`config.mk`:
```
export PLATFORM = sky130hd
export DESIGN_NAME = hazard_sb
export DESIGN_NICKNAME = d
export VERILOG_FILES = /design/src/rtl/hazard_sb_pkg.sv /design/src/rtl/hazard_rd_fifo.sv /design/src/rtl/hazard_sb.sv
export SDC_FILE = /design/constraint.sdc
export NUM_CORES = 1
export LEC_CHECK = 0
export ABC_AREA = 1
export BUFFER_PORTS_ARGS = -buffer_cell sky130_fd_sc_hd__buf_4
export CORE_ASPECT_RATIO = 0.9
export CORE_MARGIN = 3
export CORE_UTILIZATION = 49
export CTS_BUF_LIST = sky130_fd_sc_hd__clkbuf_8
export DETAILED_ROUTE_END_ITERATION = 12
export PLACE_DENSITY = 0.9
export SYNTH_ARGS = -nofsm -noshare
export SYNTH_HDL_FRONTEND = slang
export SYNTH_SLANG_ARGS = --single-unit
```
`constraint.sdc`:
```
create_clock -name clk -period 2.2 [get_ports clk]
set_input_delay 0.44 -clock clk [delete_from_list [all_inputs] [get_ports clk]]
set_output_delay 0.44 -clock clk [all_outputs]
set_load 0.02 [all_outputs]
```
`src/rtl/hazard_sb_pkg.sv`:
```
// Shared types for the hazard controller: register address, Decode class bits, default depth.
package common;

    localparam int unsigned HZ_NREG  = 32;
    localparam int unsigned HZ_DEPTH = 2;
    localparam int unsigned HZ_REG_W = $clog2(HZ_NREG);

    typedef logic [HZ_REG_W-1:0] creg_addr_t;

    typedef struct packed {
        logic branch;
        logic jump;
        logic longop;
    } hz_ctl_t;

endpackage

```
`src/rtl/hazard_rd_fifo.sv`:
```
// In-order FIFO of outstanding long-op destination registers, exposing every entry for the
// parallel busy compare.
module hazard_rd_fifo
    import common::*;
#(
    parameter int unsigned DEPTH = HZ_DEPTH
) (
    input  logic                         clk,
    input  logic                         reset,
    input  logic                         push,
    input  logic                         pop,
    input  creg_addr_t                   wr_rd,
    output logic [$clog2(DEPTH+1)-1:0]   count,
    output logic                         full,
    output logic [DEPTH-1:0]             ent_valid,
    output creg_addr_t [DEPTH-1:0]       ent_rd
);

    localparam int unsigned PtrW = (DEPTH > 1) ? $clog2(DEPTH) : 1;
    localparam int unsigned CntW = $clog2(DEPTH + 1);

    logic [PtrW-1:0]        wr_ptr_q, wr_ptr_d, rd_ptr_q, rd_ptr_d;
    logic [CntW-1:0]        count_q, count_d;
    logic [DEPTH-1:0]       valid_q, valid_d;
    creg_addr_t [DEPTH-1:0] rd_q, rd_d;
    logic                   pop_ok, push_ok;

    function automatic logic [PtrW-1:0] ptr_inc(input logic [PtrW-1:0] p);
        return (p == PtrW'(DEPTH - 1)) ? '0 : p + 1'b1;
    endfunction

    assign full    = (count_q == CntW'(DEPTH));
    assign pop_ok  = pop & (count_q != '0);
    // At full a push is only accepted together with a pop.
    assign push_ok = push & (~full | pop_ok);

    always_comb begin
        wr_ptr_d = wr_ptr_q;
        rd_ptr_d = rd_ptr_q;
        count_d  = count_q;
        valid_d  = valid_q;
        rd_d     = rd_q;
        // Clear before set so a push/pop on the same slot (full) leaves it valid.
        if (pop_ok) begin
            valid_d[rd_ptr_q] = 1'b0;
            rd_ptr_d          = ptr_inc(rd_ptr_q);
        end
        if (push_ok) begin
            valid_d[wr_ptr_q] = 1'b1;
            rd_d[wr_ptr_q]    = wr_rd;
            wr_ptr_d          = ptr_inc(wr_ptr_q);
        end
        unique case ({push_ok, pop_ok})
            2'b10:   count_d = count_q + 1'b1;
            2'b01:   count_d = count_q - 1'b1;
            default: count_d = count_q;
        endcase
    end

    always_ff @(posedge clk) begin
        if (reset) begin
            wr_ptr_q <= '0;
            rd_ptr_q <= '0;
            count_q  <= '0;
            valid_q  <= '0;
            rd_q     <= '0;
        end else begin
            wr_ptr_q <= wr_ptr_d;
            rd_ptr_q <= rd_ptr_d;
            count_q  <= count_d;
            valid_q  <= valid_d;
            rd_q     <= rd_d;
        end
    end

    assign count     = count_q;
    assign ent_valid = valid_q;
    assign ent_rd    = rd_q;

endmodule

```
`src/rtl/hazard_sb.sv`:
```
// Pipeline hazard controller: long-op scoreboard, load-use/branch stalls, pending redirect.
// Define HAZARD_PERF_EN to build the saturating Decode-stall performance counter.
module hazard_sb
    import common::*;
#(
    parameter int unsigned NREG   = HZ_NREG,
    parameter int unsigned DEPTH  = HZ_DEPTH,
    parameter int unsigned PERF_W = 32
) (
    input  logic              clk,
    input  logic              reset,
    input  creg_addr_t        rs1D,
    input  creg_addr_t        rs2D,
    input  logic              use_rs1D,
    input  logic              use_rs2D,
    input  hz_ctl_t           ctlD,
    input  logic              regwriteE,
    input  logic              memreadE,
    input  creg_addr_t        writeregE,
    input  logic              memreadM,
    input  creg_addr_t        writeregM,
    input  logic              long_issueE,
    input  creg_addr_t        long_rdE,
    input  logic              long_done,
    input  logic              i_data_ok,
    input  logic              d_data_ok,
    input  logic              branch_taken,
    input  logic              flush_ex,
    output logic              stallF,
    output logic              stallD,
    output logic              stallE,
    output logic              stallM,
    output logic              flushD,
    output logic              flushE,
    output logic              flushM,
    output logic              flushW,
    output logic              sb_full,
    output logic [PERF_W-1:0] perf_stall_cnt
);

    if (NREG != HZ_NREG) begin : g_nreg_check
        $error("creg_addr_t is sized for HZ_NREG registers");
    end

    logic [$clog2(DEPTH+1)-1:0] sb_count;
    logic [DEPTH-1:0]           ent_valid;
    creg_addr_t [DEPTH-1:0]     ent_rd;
    logic                       push, pop;
    logic                       rawstall, lwstall, brstall, structstall, dstall, memwait;
    logic                       pend_q, pend_d, fire;

    function automatic logic is_busy(input creg_addr_t r, input logic [DEPTH-1:0] v,
                                     input creg_addr_t [DEPTH-1:0] rds);
        logic hit = 1'b0;
        for (int i = 0; i < DEPTH; i++) begin
            if (v[i] && rds[i] == r) hit = 1'b1;
        end
        return hit && (r != '0);
    endfunction

    assign push = long_issueE & ~stallE & (long_rdE != '0);
    assign pop  = long_done & (sb_count != '0);

    hazard_rd_fifo #(
        .DEPTH (DEPTH)
    ) u_rd_fifo (
        .clk       (clk),
        .reset     (reset),
        .push      (push),
        .pop       (pop),
        .wr_rd     (long_rdE),
        .count     (sb_count),
        .full      (sb_full),
        .ent_valid (ent_valid),
        .ent_rd    (ent_rd)
    );

    always_comb begin
        rawstall = (use_rs1D & is_busy(rs1D, ent_valid, ent_rd))
                 | (use_rs2D & is_busy(rs2D, ent_valid, ent_rd));
        lwstall  = (memreadE & (writeregE != '0) &
                    ((use_rs1D & (rs1D == writeregE)) | (use_rs2D & (rs2D == writeregE))))
                 | (memreadM & (writeregM != '0) &
                    ((use_rs1D & (rs1D == writeregM)) | (use_rs2D & (rs2D == writeregM))));
        // Branches compare in D, so any in-flight producer of either source field stalls.
        brstall  = (ctlD.branch | ctlD.jump) &
                   ((regwriteE & (writeregE != '0) & ((rs1D == writeregE) | (rs2D == writeregE)))
                  | (memreadM & (writeregM != '0) & ((rs1D == writeregM) | (rs2D == writeregM))));
        structstall = ctlD.longop & sb_full & ~pop;
        dstall   = rawstall | lwstall | brstall | structstall;
        memwait  = ~i_data_ok | ~d_data_ok;
    end

    assign stallF = memwait | dstall;
    assign stallD = memwait | dstall;
    assign stallE = ~d_data_ok;
    assign stallM = ~d_data_ok;

    assign fire   = (branch_taken | pend_q) & ~stallD;
    assign flushD = flush_ex | fire;
    assign flushE = flush_ex | ((dstall | ~i_data_ok) & d_data_ok);
    assign flushM = flush_ex & d_data_ok;
    assign flushW = ~d_data_ok;

    always_comb begin
        pend_d = pend_q;
        if (fire || flush_ex) begin
            pend_d = 1'b0;
        end else if (branch_taken && stallD) begin
            pend_d = 1'b1;
        end
    end

    always_ff @(posedge clk) begin
        if (reset) pend_q <= 1'b0;
        else       pend_q <= pend_d;
    end

`ifdef HAZARD_PERF_EN
    logic [PERF_W-1:0] perf_q, perf_d;

    always_comb begin
        perf_d = perf_q;
        if (stallD && !(&perf_q)) perf_d = perf_q + 1'b1;
    end

    always_ff @(posedge clk) begin
        if (reset) perf_q <= '0;
        else       perf_q <= perf_d;
    end

    assign perf_stall_cnt = perf_q;
`else
    assign perf_stall_cnt = '0;
`endif

    // Completions must never outnumber issues.
    a_done_nonempty: assert property (@(posedge clk) disable iff (reset)
                                      !(long_done && sb_count == '0));

endmodule

```
==> flow_metrics.env <==
export IMPL_synth_warnings=0
export IMPL_wl_per_cell_um=10.3
export IMPL_switching_share_pct=37.6
export IMPL_cts_resized=0
export IMPL_dp_hpwl_mm=3.64
export IMPL_grtUsageMet2_pct=31.8
export IMPL_critPathArrivalTime_ps=1590
export IMPL_tns_ps=0
export IMPL_ys_types=25
export IMPL_p_switching_mw=0.358
export IMPL_setup_violations_final=0
export IMPL_rrSetupSlack_ps=470
export IMPL_numPortBuffers=49
export IMPL_drc_errors=0
export IMPL_die_x_um=70.2
export IMPL_final_cells=415
export IMPL_hold_slack_ps=357
export IMPL_cpPeakStageDelay_ps=170
export IMPL_finClkSkew_ps=6.04
export IMPL_htreeDepth=1
export IMPL_hold_viol=0
export IMPL_syn_to_final_growth_pct=18.1
export IMPL_pwr_share_clk_pct=24.1
export IMPL_design_area_um2=2150
export IMPL_cts_tree="done"
export IMPL_antenna_found_initial=0
export IMPL_path_clk_slew_ps=70
export IMPL_numClockSinks=17
export IMPL_start_util_pct=52.3
export IMPL_fp_dieH_um=63.8
export IMPL_peakVddDrop_v=0.000319
export IMPL_grt_use_total_pct=19.2
export IMPL_p_seq_share_pct=36.6
export IMPL_antenna_violating_nets_post_route=0
export IMPL_cts_path_max_buffers=2
export IMPL_period_needed_ps=2030
export IMPL_n_fill_cell=334
export IMPL_io_pin_count=82
export IMPL_drtIter0Drc=133
export IMPL_fp_row_count=20
export IMPL_slew_viol_final=0
export IMPL_grt_pass1_vias=1727
export IMPL_cts_setup_buffers=0
export IMPL_fmaxAchievable_mhz=493
export IMPL_hp_class="in2reg"
export IMPL_firstDrtPassIters=4
export IMPL_cp_slowest_cell="o21ai_0"
export IMPL_gp_congestion=0.887
export IMPL_period_share_pct=92.3
export IMPL_cp_cell_sequence="buf_4, inv_2, nand4_1, o21ai_0, inv_1, nand2_1, nand3_2, nor2_4, nand3_1, nand2_1, nand2_1, buf_4"
export IMPL_worst_setup_path_end_kind="output port"
export IMPL_drv_cap=0
export IMPL_grt_max_degree=14
export IMPL_synthesis_area_um2=1820
export IMPL_gr_total_overflow=0
export IMPL_internal_power_mw=0.595
export IMPL_ctsHoldBuffers=0
export IMPL_synth_avg_cell_area_um2=5.59
export IMPL_postSynthCellCount=325
export IMPL_diodes=0
export IMPL_critPathRequiredTime_ps=1760
export IMPL_critPathMaxFanout=6
export IMPL_cpMostUsedCell="nand2_1"
export IMPL_rsz0062_at_grt="false"
export IMPL_worst_setup_path_start_kind="input port"
export IMPL_via_count=1936
export IMPL_p_leak_nw=1.22
export IMPL_clock_latency_ps=260
export IMPL_layout_drive_gt1_share_pct=24.5
export IMPL_finalNetCount=414
export IMPL_use_met3_pct=2.52
export IMPL_seq_area_frac_synth_pct=18.7
export IMPL_p_per_area_nw_per_um2=444
export IMPL_place_inst=411
export IMPL_place_area_um2=2080
export IMPL_critPathKind="in2out"
export IMPL_design_die_area_um2=4480
export IMPL_p_total_mw=0.953
export IMPL_grt_pass1_wl_mm=7.20
export IMPL_wirelength_mm=4.26
export IMPL_grt_busiest_layer="met2"
export IMPL_vias_per_cell=4.67
export IMPL_cts_root_buf="clkbuf_8"
export IMPL_grtUsageMet1_pct=25.0
export IMPL_pwr_share_comb_pct=39.3
export IMPL_numCtsBuffers=3
export IMPL_core_area_um2=3480
export IMPL_status="complete, no violations"
export IMPL_ys_ff_latch=17
[power groups by stage]
| stage | combinational, mW | clock (mW) | sequential (mW) |
|---|---|---|---|
| after detailed placement | 0.367 | 0 | 0.354 |
| after CTS | 0.368 | 0.237 | 0.347 |
| after global routing | 0.423 | 0.251 | 0.351 |
| after global placement | 0.361 | 0 | 0.353 |
| after floorplan | 0.289 | 0 | 0.350 |
| final | 0.374 | 0.230 | 0.349 |
[metrics by stage]
| stage | setup WS [ps] | util (%) |
|---|---|---|
| floorplan | 112 | - |
| global route | 0.466 | 61.7 |
| finish | 170 | 61.7 |
| global placement | 144 | 59.7 |
| detailed placement | 125 | 59.7 |
| CTS | 106 | 61.1 |
[worst max-delay path, delay by kind of cell]
kind            cells  cell delay (ps)
simple gates        7              550
buf+inv             4              420
compound gates      1              170
[cells by family after synthesis]
kind of cell / Yosys count / share of synthesized area (%)
AND/OR/NAND/NOR: 174 / 40.4
buffers and inverters: 88 / 25.7
other: 1 / 0.206
AO/OA/AOI/OAI: 36 / 10.5
XOR/XNOR: 8 / 3.85
adder cells (fa/ha/maj): 1 / 0.688
flip-flops: 17 / 18.7
[final timing paths]
path                                          endpoint          startpoint  depth (start not counted)
worst max-delay path                            flushE             rs1D[3]                         12
worst min-delay path            u_rd_fifo.ent_valid[0]               reset                          2
worst max register to register      u_rd_fifo.count[1]  u_rd_fifo.count[0]                         11
worst min register to register      u_rd_fifo.count[1]  u_rd_fifo.count[1]                          1
[final cells by class]
type | instances | area [µm²] | area share, %
clock buffers | 3 | 41.3 | 1.92
well taps | 44 | 55.1 | 2.56
clock inverters | 1 | 5.00 | 0.233
inverters | 50 | 190 | 8.86
multi-input cells | 251 | 1140 | 53.2
repair buffers | 49 | 368 | 17.1
flip-flops and latches | 17 | 345 | 16.1
[registers in the layout, summed over array words and instances (netlist names)]
signal,cells
pend_q,1
u_rd_fifo.wr_ptr_q,1
u_rd_fifo.rd_ptr_q,1
u_rd_fifo.count,2
u_rd_fifo.ent_valid,2
u_rd_fifo.ent_rd,10
[cells in the mapped netlist, drive strengths merged]
cell	n	area (µm²)
nor2	35	156
o22ai	2	12.5
nor4	1	6.26
dfxtp	17	340
clkbuf	1	3.75
ha	1	12.5
nand2	111	422
nand4	7	50.1
a21oi	12	60.1
xor2	4	35.0
o21ai	22	118
inv	50	188
xnor2	4	35.0
buf	37	275
nand3	19	95.1
conb	1	3.75
nor3	1	5.00
[layer usage]
| layer | part of all wire (%) | up-vias | routed length, µm |
|---|---|---|---|
| met3 | 7.0 | 9 | 297 |
| met4 | 2.2 | 0 | 95 |
| li1 | - | 1033 | - |
| met2 | 46 | 72 | 1960 |
| met1 | 45 | 822 | 1910 |
| met5 | 0 | - | 0 |
[cell usage in the layout, fill, tap and decap left out, drive strengths merged]
master    n
a21oi    12
buf      49
clkbuf    3
clkinv    1
conb     32
dfxtp    17
ha        1
inv      50
nand2   111
nand3    19
nand4     7
nor2     35
nor3      1
nor4      1
o21ai    22
o22ai     2
xnor2     4
xor2      4
Note: power is estimated with default switching activity, not from simulation.
